### config.mk
export PLATFORM = sky130hd
export DESIGN_NAME = stream_window_source
export DESIGN_NICKNAME = d
export VERILOG_FILES = /design/src/rtl/stream_window_source.sv
export SDC_FILE = /design/constraint.sdc
export NUM_CORES = 1
export LEC_CHECK = 0
export CORE_ASPECT_RATIO = 1.4
export CORE_MARGIN = 2
export CORE_UTILIZATION = 40
export CTS_CLUSTER_SIZE = 40
export DETAILED_ROUTE_END_ITERATION = 10
export PLACE_DENSITY = 0.75
export SLEW_MARGIN = 40
export SYNTH_ARGS = -nofsm -noshare
export SYNTH_HDL_FRONTEND = slang
export SYNTH_SLANG_ARGS = --single-unit
### constraint.sdc
create_clock -name clk -period 3.5 [get_ports clk]
set_input_delay 0.35 -clock clk [delete_from_list [all_inputs] [get_ports clk]]
set_output_delay 0.35 -clock clk [all_outputs]
set_load 0.05 [all_outputs]
### src/rtl/stream_window_source.sv
// stream_window_source
//   Transmitter end of the rts/rtr/sow/eow stream protocol. A start command
//   latches a base address and a length. The block then reads that many
//   words from a synchronous-read memory and sends them downstream as one
//   framed window: sow_o marks the first word and eow_o marks the last.
//
// Handshake: a word moves on every cycle where rts_o=1 and rtr_i=1. Once
//   rts_o is asserted it stays high, and data_o/sow_o/eow_o stay stable,
//   until that transfer happens.
//
// Ports
//   clk, rst_n        clock, asynchronous active-low reset
//   start_i           start command (sampled only while busy_o=0)
//   base_addr_i       first address of the window (sampled with start_i)
//   len_i             number of words in the window (sampled with start_i)
//   busy_o            window in progress (RUN, DRAIN, DONE)
//   done_o            one-cycle pulse when the window is complete
//   mem_en_o          memory read enable
//   mem_addr_o        memory read address
//   mem_data_i        read data, valid the cycle after mem_en_o=1
//   rtr_i             downstream ready to receive
//   rts_o             ready to send (output FIFO not empty)
//   sow_o, eow_o      start/end of window, qualify data_o
//   data_o            stream data
module stream_window_source #(
  parameter int DATA_WIDTH = 16,
  parameter int ADDR_WIDTH = 8,
  parameter int LEN_WIDTH  = 8
) (
  input  logic                  clk,
  input  logic                  rst_n,
  input  logic                  start_i,
  input  logic [ADDR_WIDTH-1:0] base_addr_i,
  input  logic [LEN_WIDTH-1:0]  len_i,
  output logic                  busy_o,
  output logic                  done_o,
  output logic                  mem_en_o,
  output logic [ADDR_WIDTH-1:0] mem_addr_o,
  input  logic [DATA_WIDTH-1:0] mem_data_i,
  input  logic                  rtr_i,
  output logic                  rts_o,
  output logic                  sow_o,
  output logic                  eow_o,
  output logic [DATA_WIDTH-1:0] data_o
);

  typedef enum logic [1:0] {S_IDLE, S_RUN, S_DRAIN, S_DONE} state_e;

  localparam logic [LEN_WIDTH-1:0] LEN_ONE = 1;

  state_e                  state_q, state_d;
  logic [ADDR_WIDTH-1:0]   addr_q, addr_d;
  logic [LEN_WIDTH-1:0]    len_q, len_d;
  logic [LEN_WIDTH-1:0]    rd_idx_q, rd_idx_d;      // index of the next read
  logic                    inflight_q, inflight_d;  // read issued last cycle
  logic                    infl_sow_q, infl_sow_d;
  logic                    infl_eow_q, infl_eow_d;

  // 2-entry output FIFO; each entry carries data plus its framing bits.
  logic [DATA_WIDTH-1:0]   fifo_data_q [2];
  logic [DATA_WIDTH-1:0]   fifo_data_d [2];
  logic [1:0]              fifo_sow_q, fifo_sow_d;
  logic [1:0]              fifo_eow_q, fifo_eow_d;
  logic                    wr_ptr_q, wr_ptr_d;
  logic                    rd_ptr_q, rd_ptr_d;
  logic [1:0]              count_q, count_d;

  logic                    push;
  logic                    pop;
  logic                    issue;
  logic                    last_read;
  logic                    head_eow;
  logic [2:0]              pending;

  assign rts_o      = (count_q != 2'd0);
  assign pop        = rts_o && rtr_i;
  assign push       = inflight_q;
  assign head_eow   = fifo_eow_q[rd_ptr_q];
  assign last_read  = (rd_idx_q == (len_q - LEN_ONE));
  assign mem_addr_o = addr_q;

  // Words buffered plus words in flight, less the word leaving this cycle.
  // Counting the departing word lets a read go out on every cycle while
  // data streams, yet the FIFO can never be pushed while full.
  assign pending = {1'b0, count_q} + 3'(inflight_q) - 3'(pop);
  assign issue   = (state_q == S_RUN) && (pending < 3'd2);

  // Only the FIFO head is presented; an empty FIFO shows all zeros.
  assign data_o = rts_o ? fifo_data_q[rd_ptr_q] : '0;
  assign sow_o  = rts_o && fifo_sow_q[rd_ptr_q];
  assign eow_o  = rts_o && head_eow;

  // FSM: state register
  always_ff @(posedge clk or negedge rst_n) begin
    if (!rst_n) state_q <= S_IDLE;
    else        state_q <= state_d;
  end

  // FSM: next state
  always_comb begin
    state_d = state_q;
    case (state_q)
      S_IDLE:  if (start_i) state_d = (len_i == '0) ? S_DONE : S_RUN;
      S_RUN:   if (issue && last_read) state_d = S_DRAIN;
      // The eow word is always the last one out, so its transfer means the
      // FIFO and the read pipeline are both empty.
      S_DRAIN: if (pop && head_eow) state_d = S_DONE;
      S_DONE:  state_d = S_IDLE;
      default: state_d = S_IDLE;
    endcase
  end

  // FSM: outputs
  always_comb begin
    busy_o   = (state_q != S_IDLE);
    done_o   = (state_q == S_DONE);
    mem_en_o = issue;
  end

  // Read sequencing and FIFO bookkeeping
  always_comb begin
    addr_d      = addr_q;
    len_d       = len_q;
    rd_idx_d    = rd_idx_q;
    inflight_d  = issue;
    infl_sow_d  = issue && (rd_idx_q == '0);
    infl_eow_d  = issue && last_read;
    fifo_data_d = fifo_data_q;
    fifo_sow_d  = fifo_sow_q;
    fifo_eow_d  = fifo_eow_q;
    wr_ptr_d    = wr_ptr_q;
    rd_ptr_d    = rd_ptr_q;
    count_d     = count_q + 2'(push) - 2'(pop);

    if ((state_q == S_IDLE) && start_i) begin
      addr_d   = base_addr_i;
      len_d    = len_i;
      rd_idx_d = '0;
    end
    if (issue) begin
      addr_d   = addr_q + 1'b1;  // wraps naturally modulo 2^ADDR_WIDTH
      rd_idx_d = rd_idx_q + LEN_ONE;
    end
    if (push) begin
      fifo_data_d[wr_ptr_q] = mem_data_i;
      fifo_sow_d[wr_ptr_q]  = infl_sow_q;
      fifo_eow_d[wr_ptr_q]  = infl_eow_q;
      wr_ptr_d              = ~wr_ptr_q;
    end
    if (pop) rd_ptr_d = ~rd_ptr_q;
  end

  always_ff @(posedge clk or negedge rst_n) begin
    if (!rst_n) begin
      addr_q         <= '0;
      len_q          <= '0;
      rd_idx_q       <= '0;
      inflight_q     <= 1'b0;
      infl_sow_q     <= 1'b0;
      infl_eow_q     <= 1'b0;
      fifo_data_q[0] <= '0;
      fifo_data_q[1] <= '0;
      fifo_sow_q     <= '0;
      fifo_eow_q     <= '0;
      wr_ptr_q       <= 1'b0;
      rd_ptr_q       <= 1'b0;
      count_q        <= '0;
    end else begin
      addr_q         <= addr_d;
      len_q          <= len_d;
      rd_idx_q       <= rd_idx_d;
      inflight_q     <= inflight_d;
      infl_sow_q     <= infl_sow_d;
      infl_eow_q     <= infl_eow_d;
      fifo_data_q    <= fifo_data_d;
      fifo_sow_q     <= fifo_sow_d;
      fifo_eow_q     <= fifo_eow_d;
      wr_ptr_q       <= wr_ptr_d;
      rd_ptr_q       <= rd_ptr_d;
      count_q        <= count_d;
    end
  end

endmodule

**Yosys cells after proc, flatten, opt, wreduce, memory -nomap -nowiden**

Cells that the tools add are included.

- Register bits: 69
- Input bits: 36
- Output and inout bits: 30
- Logic and storage cells: 80

- $add $sub $neg: 7
- Order comparisons: 7
- Equality and inequality tests: 7
- Muxes and demuxes: 24
- Bitwise gates (word level): 4
- Reduce and logical (&&, ||, !) cells: 17

Operators by type and width:

| operator | number |
|---|---|
| 16-bit two-way mux | 5 |
| 32-bit bitwise mux | 1 |
| 8-bit two-way mux | 4 |
| 8-bit by 1-bit adder with 8-bit output (second input constant) | 2 |
| 16-bit demux with 1-bit select | 1 |
| 8-bit zero test | 2 |
| 1-bit logical AND | 10 |
| 8-bit == test | 1 |
| 2-bit two-way mux | 4 |
| 2-bit one-hot mux with 4 select lines | 1 |
| 8-bit by 1-bit subtractor with 8-bit output (second input constant) | 1 |
| 2-bit != test (second input constant) | 3 |
| 2-bit nonzero test | 3 |
| 1-bit two-way mux | 5 |
| 2-bit bitwise mux | 2 |
| 2-bit == test (second input constant) | 2 |
| 2-bit greater-or-equal comparator (second input constant) | 2 |
| 1-bit by 2-bit less-than comparator with 1-bit output (second input constant) | 2 |
| 1-bit NOT with 2-bit output | 2 |
| 2-bit by 1-bit adder with 3-bit output | 1 |
| 3-bit by 2-bit less-than comparator with 1-bit output (second input constant) | 1 |
| 3-bit AND reduction | 1 |
| 3-bit by 1-bit subtractor with 3-bit output | 1 |
| 2-bit by 1-bit adder with 2-bit output | 1 |
| 7 further kinds | 8 |

**Longest topological paths before layout**

- Word-level depth: 8
- Mapped depth: 15
- Gate-level depth less buffers: 15

**Worst setup path after synthesis**

No wires, ideal clock.

- Path type: reg-to-reg
- From: reg count_q[1]
- To: reg addr_q[2], in the netlist mem_addr_o[2]
- Setup time: 123 ps
- Arrival: 3575 ps
- Required time: 3377 ps
- Setup slack: -197 ps
- Cell stages (with the launch flop): 15
- Path buffers: 1
- Clock period less this slack: 3697 ps
- Cell sequence: dfrtp_1 > nor2_1 > inv_1 > nand2_1 > inv_1 > ha_1 > inv_1 > ha_1 > fa_1 > xor2_1 > nand3b_1 > clkinv_1 > clkbuf_1 > nand3_1 > o221a_2

- Cells in the longest elaborated chain, start to end: 6
- Elaborated cells between the ends (all ways): 8
- Classes of those cells: 2 x add/sub; 1 x order compare; 1 x mux; 4 x reduce/logical

Ends and longest elaborated chain:

| element | line | source |
|---|---|---|
| from (decl) | 66 | `logic [1:0] count_q, count_d;` |
| from (signal assigned) | 180 | `count_q <= count_d;` |
| 2-bit nonzero test (*) | 75 | `assign rts_o = (count_q != 2'd0);` |
| net rts_o | 41 | `output logic rts_o,` |
| 1-bit logical AND (*) | 76 | `assign pop = rts_o && rtr_i;` |
| net pop | 69 | `logic pop;` |
| 3-bit by 1-bit subtractor with 3-bit output (*) | 85 | `assign pending = {1'b0, count_q} + 3'(inflight_q) - 3'(pop);` |
| 3-bit by 2-bit less-than comparator with 1-bit output (*) | 86 | `assign issue = (state_q == S_RUN) && (pending < 3'd2);` |
| 1-bit logical AND (*) | 86 |  |
| net mem_en_o | 37 | `output logic mem_en_o,` |
| 8-bit two-way mux / 2-bit nonzero test (equally long branches) | n/a |  |
| to (signal assigned) | 169 | `addr_q <= addr_d;` |
| to (decl) | 52 | `logic [ADDR_WIDTH-1:0] addr_q, addr_d;` |

The timed path passes the listed nets; every way through them passes the cells marked *.
A chain may end at the register's enable or synchronous reset.

**Final worst setup path**

- From: reg count_q[1]
- To: out mem_en_o

- Cells in the longest elaborated chain, start to end: 5
- Elaborated cells between the ends (all ways): 6
- Classes of those cells: 2 x add/sub; 1 x order compare; 3 x reduce/logical

Ends and longest elaborated chain:

| element | line |
|---|---|
| 2-bit nonzero test | 75 |
| 1-bit logical AND | 76 |
| net pop | 69 |
| 3-bit by 1-bit subtractor with 3-bit output | 85 |
| 3-bit by 2-bit less-than comparator with 1-bit output | 86 |
| 1-bit logical AND | 86 |
| to (decl) | 37 |

The timed path passes the listed nets, and every way through them passes these cells.

==> results.toml <==
[run_status]
status = "finished, final reports clean"

[timing]
worst_pin_slew_ps = 630.0
drv_slew = 0
fmax_mhz = 314.3
post-route-min-period_ps = 3182
min_period_over_period = 0.9091
fin_setup_tns_ps = 0
setup_violations = 0
slew_headroom = 0.5800
hold_violations = 0
rsz0062_at_grt = "no"
hold_ws_ps = 39.81
fin_worst_skew_ps = 5.934

[logic_synthesis]
synth_async_sr_flop_share = 1.000
synth_warnings = 0
syn_inst = 309
netlist_area_sq_um = 3492
synth-main-ff-cell = "dfrtp_1"
syn_avg_cell_area_sq_um = 11.30
synth_edf_count = 0
seq_area_frac_synth = 0.4944
synth_nets = 357
ys_ff_latch = 69
synth_cell_types = 43

[detailed_routing]
avgRoutedWirePerCell_microns = 15.23
vias_per_cell = 5.273
route.detailed.drc = 0
drt_wl_total_microns = 7477
drt_iter0_drc = 65
dr.pass1.iters = 5
vias = 2589
ant_nets = 0

[grt]
grt_pass1_vias = 2811
grtUsageTotal = 0.1698
antenna_found_initial = 0
overflow = 0
grt_max_degree = 51
grt_pass1_wl_microns = 13180

[worst_setup_path]
worstPathRequired_ps = 3150
crit_type = "reg -> out"
cp-start-kind = "flip-flop"
rr_startpoint = "count_q[1]"
ff2ff_path_depth = 14
arrival_ps = 2830
cp-end-kind = "output pin"
crit_path_start = "count_q[1]"
crit_fanout = 18

[layout]
final_layout_size_suffix_gt1_frac = 0.2047
final_common_cell = "dfrtp_1"
seq_area_sq_um = 1727
diodes = 0
final_nets = 429
fill_cells = 756
postLayoutCellArea_sq_um = 4634
mostFrequentLayoutCells = "dfrtp_1 (69), clkdlybuf4s50_1 (63), mux2_2 (44)"
area_growth_pct = 32.71
multi_input_area_sq_um = 1673

[hold_path]
min_path_type = "in -> async"

[floorplan]
die-area_sq_um = 9504
fp.coreArea_sq_um = 8558
die_w_microns = 82.97
num_rows = 40
start_util = 0.4080
ioPinCount = 66
chipHeight_microns = 114.6

[clock_tree]
clockBufferDepth = 2
clock_tree.root_cell = "clkbuf_16"
path_clk_slew_ps = 50
h-tree-depth = 3
cts.sinks = 69
clock_latency_ps = 330
cts_made_buffers = 9
cts_setup_buffers = 0
hold_buffers = 0
cts_resized = 0
cts_tree = "built"

[power_and_ir_drop]
power_frac_clock = 0.201
seq_power_share = 0.279
leakage_nw = 2.035
p_per_area_nw_per_um2 = 1116
swShare = 0.4305
vdd_drop_max_v = 0.0007121
combinationalPowerShare = 0.520
p_sw_mw = 2.227
intPower_mw = 2.946

[place]
gp_congestion = 0.8209
place.detailed.hpwl_microns = 5345
portBuffers = 65
placed_area_sq_um = 4283

[run]
cap_violations = 0
==> power groups by stage <==
stage	logic (mW)	registers, mW	clock network, mW
after floorplan	1.82	1.51	0
after global placement	2.65	1.43	0
after detailed placement	2.71	1.45	0
after CTS	2.72	1.44	1.06
after global routing	2.91	1.50	1.10
final	2.69	1.44	1.04
==> registers in the layout (all words and copies together), names as in the netlist <==
register,count
count_q,2
fifo_data_q,32
fifo_eow_q,2
fifo_sow_q,2
infl_eow_q,1
infl_sow_q,1
inflight_q,1
len_q,8
mem_addr_o,8
rd_idx_q,8
rd_ptr_q,1
state_q,2
wr_ptr_q,1
==> through the flow <==
stage / total power, mW / setup WS, ps / instances / utilization
floorplan: 3.327 / 58.27 / 309 / -
global placement: 4.075 / 409.9 / 475 / 0.4996
detailed placement: 4.159 / 332.6 / 475 / 0.5004
CTS: 5.225 / 286.9 / 491 / 0.5412
global route: 5.510 / 83.49 / 491 / 0.5415
finish: 5.173 / 318.2 / 491 / 0.5415
==> routing by layer <==
| metal | vias to the layer above | track usage | share of wire |
|---|---|---|---|
| li1 | 1235 | - | - |
| met1 | 1263 | 0.1942 | 0.41 |
| met2 | 78 | 0.3129 | 0.53 |
| met3 | 13 | 0.04254 | 0.044 |
| met4 | 0 | 0.04918 | 0.014 |
| met5 | - | 0 | 0 |
==> critical path, stage by stage, from the launching register on <==
cell and delay, ps:
dfrtp_1 410, nor2_1 180, inv_2 70, nand2_1 120, inv_1 60, ha_1 260
inv_1 40, ha_1 190, fa_1 470, nand3b_1 200, clkinv_1 70, buf_4 210
buf_4 230
==> cells in the mapped netlist (2+ instances only) <==
library cell | count | area share
nor2b_1 | 2 | 0.0036
nand2_1 | 15 | 0.016
nand3_1 | 9 | 0.013
a2111oi_4 | 2 | 0.016
nand3b_1 | 2 | 0.0043
xor2_1 | 6 | 0.015
nand2b_1 | 3 | 0.0054
nor4_1 | 3 | 0.0054
mux2_2 | 44 | 0.14
a21oi_1 | 8 | 0.011
inv_1 | 16 | 0.017
nor3_1 | 5 | 0.0072
clkbuf_1 | 8 | 0.0086
nand4_1 | 3 | 0.0054
xnor2_1 | 6 | 0.015
mux2i_1 | 21 | 0.060
dfrtp_1 | 69 | 0.49
a31oi_1 | 2 | 0.0036
ha_1 | 11 | 0.039
nor2_1 | 38 | 0.041
a311oi_1 | 2 | 0.0050
o21ai_0 | 12 | 0.017
o221a_2 | 2 | 0.0064
==> area by class of cell <==
type                            count  area share
Inverter                           17     0.01377
Sequential cell                    69      0.3726
Timing Repair Buffer               71      0.1490
Tap cell                          105     0.02835
Multi-Input combinational cell    213      0.3610
Clock inverter                      7     0.02673
Clock buffer                        9     0.04860
==> worst paths after layout <==
path	endpoint	slack, ps
setup / recovery	mem_en_o	320
hold / removal	fifo_data_q[30]	40
setup reg to reg	state_q[1]	470
hold reg to reg	fifo_data_q[1]	500
max in group asynchronous	mem_addr_o[1]	2720
min in group clk	fifo_data_q[1]	500
==> kinds of logic (layout without fill, tap and decap cells) <==
group           count (synthesis)  count (layout)  synth area share
fa+ha+maj                      12              12           0.04514
xor+xnor                       12              12           0.03010
simple gates                   87              87            0.1168
compound gates                 37              37           0.08205
buf+inv                        27             104           0.02938
mux                            65              65            0.2021
flops                          69              69            0.4944
(Power assumes the default switching activity.)
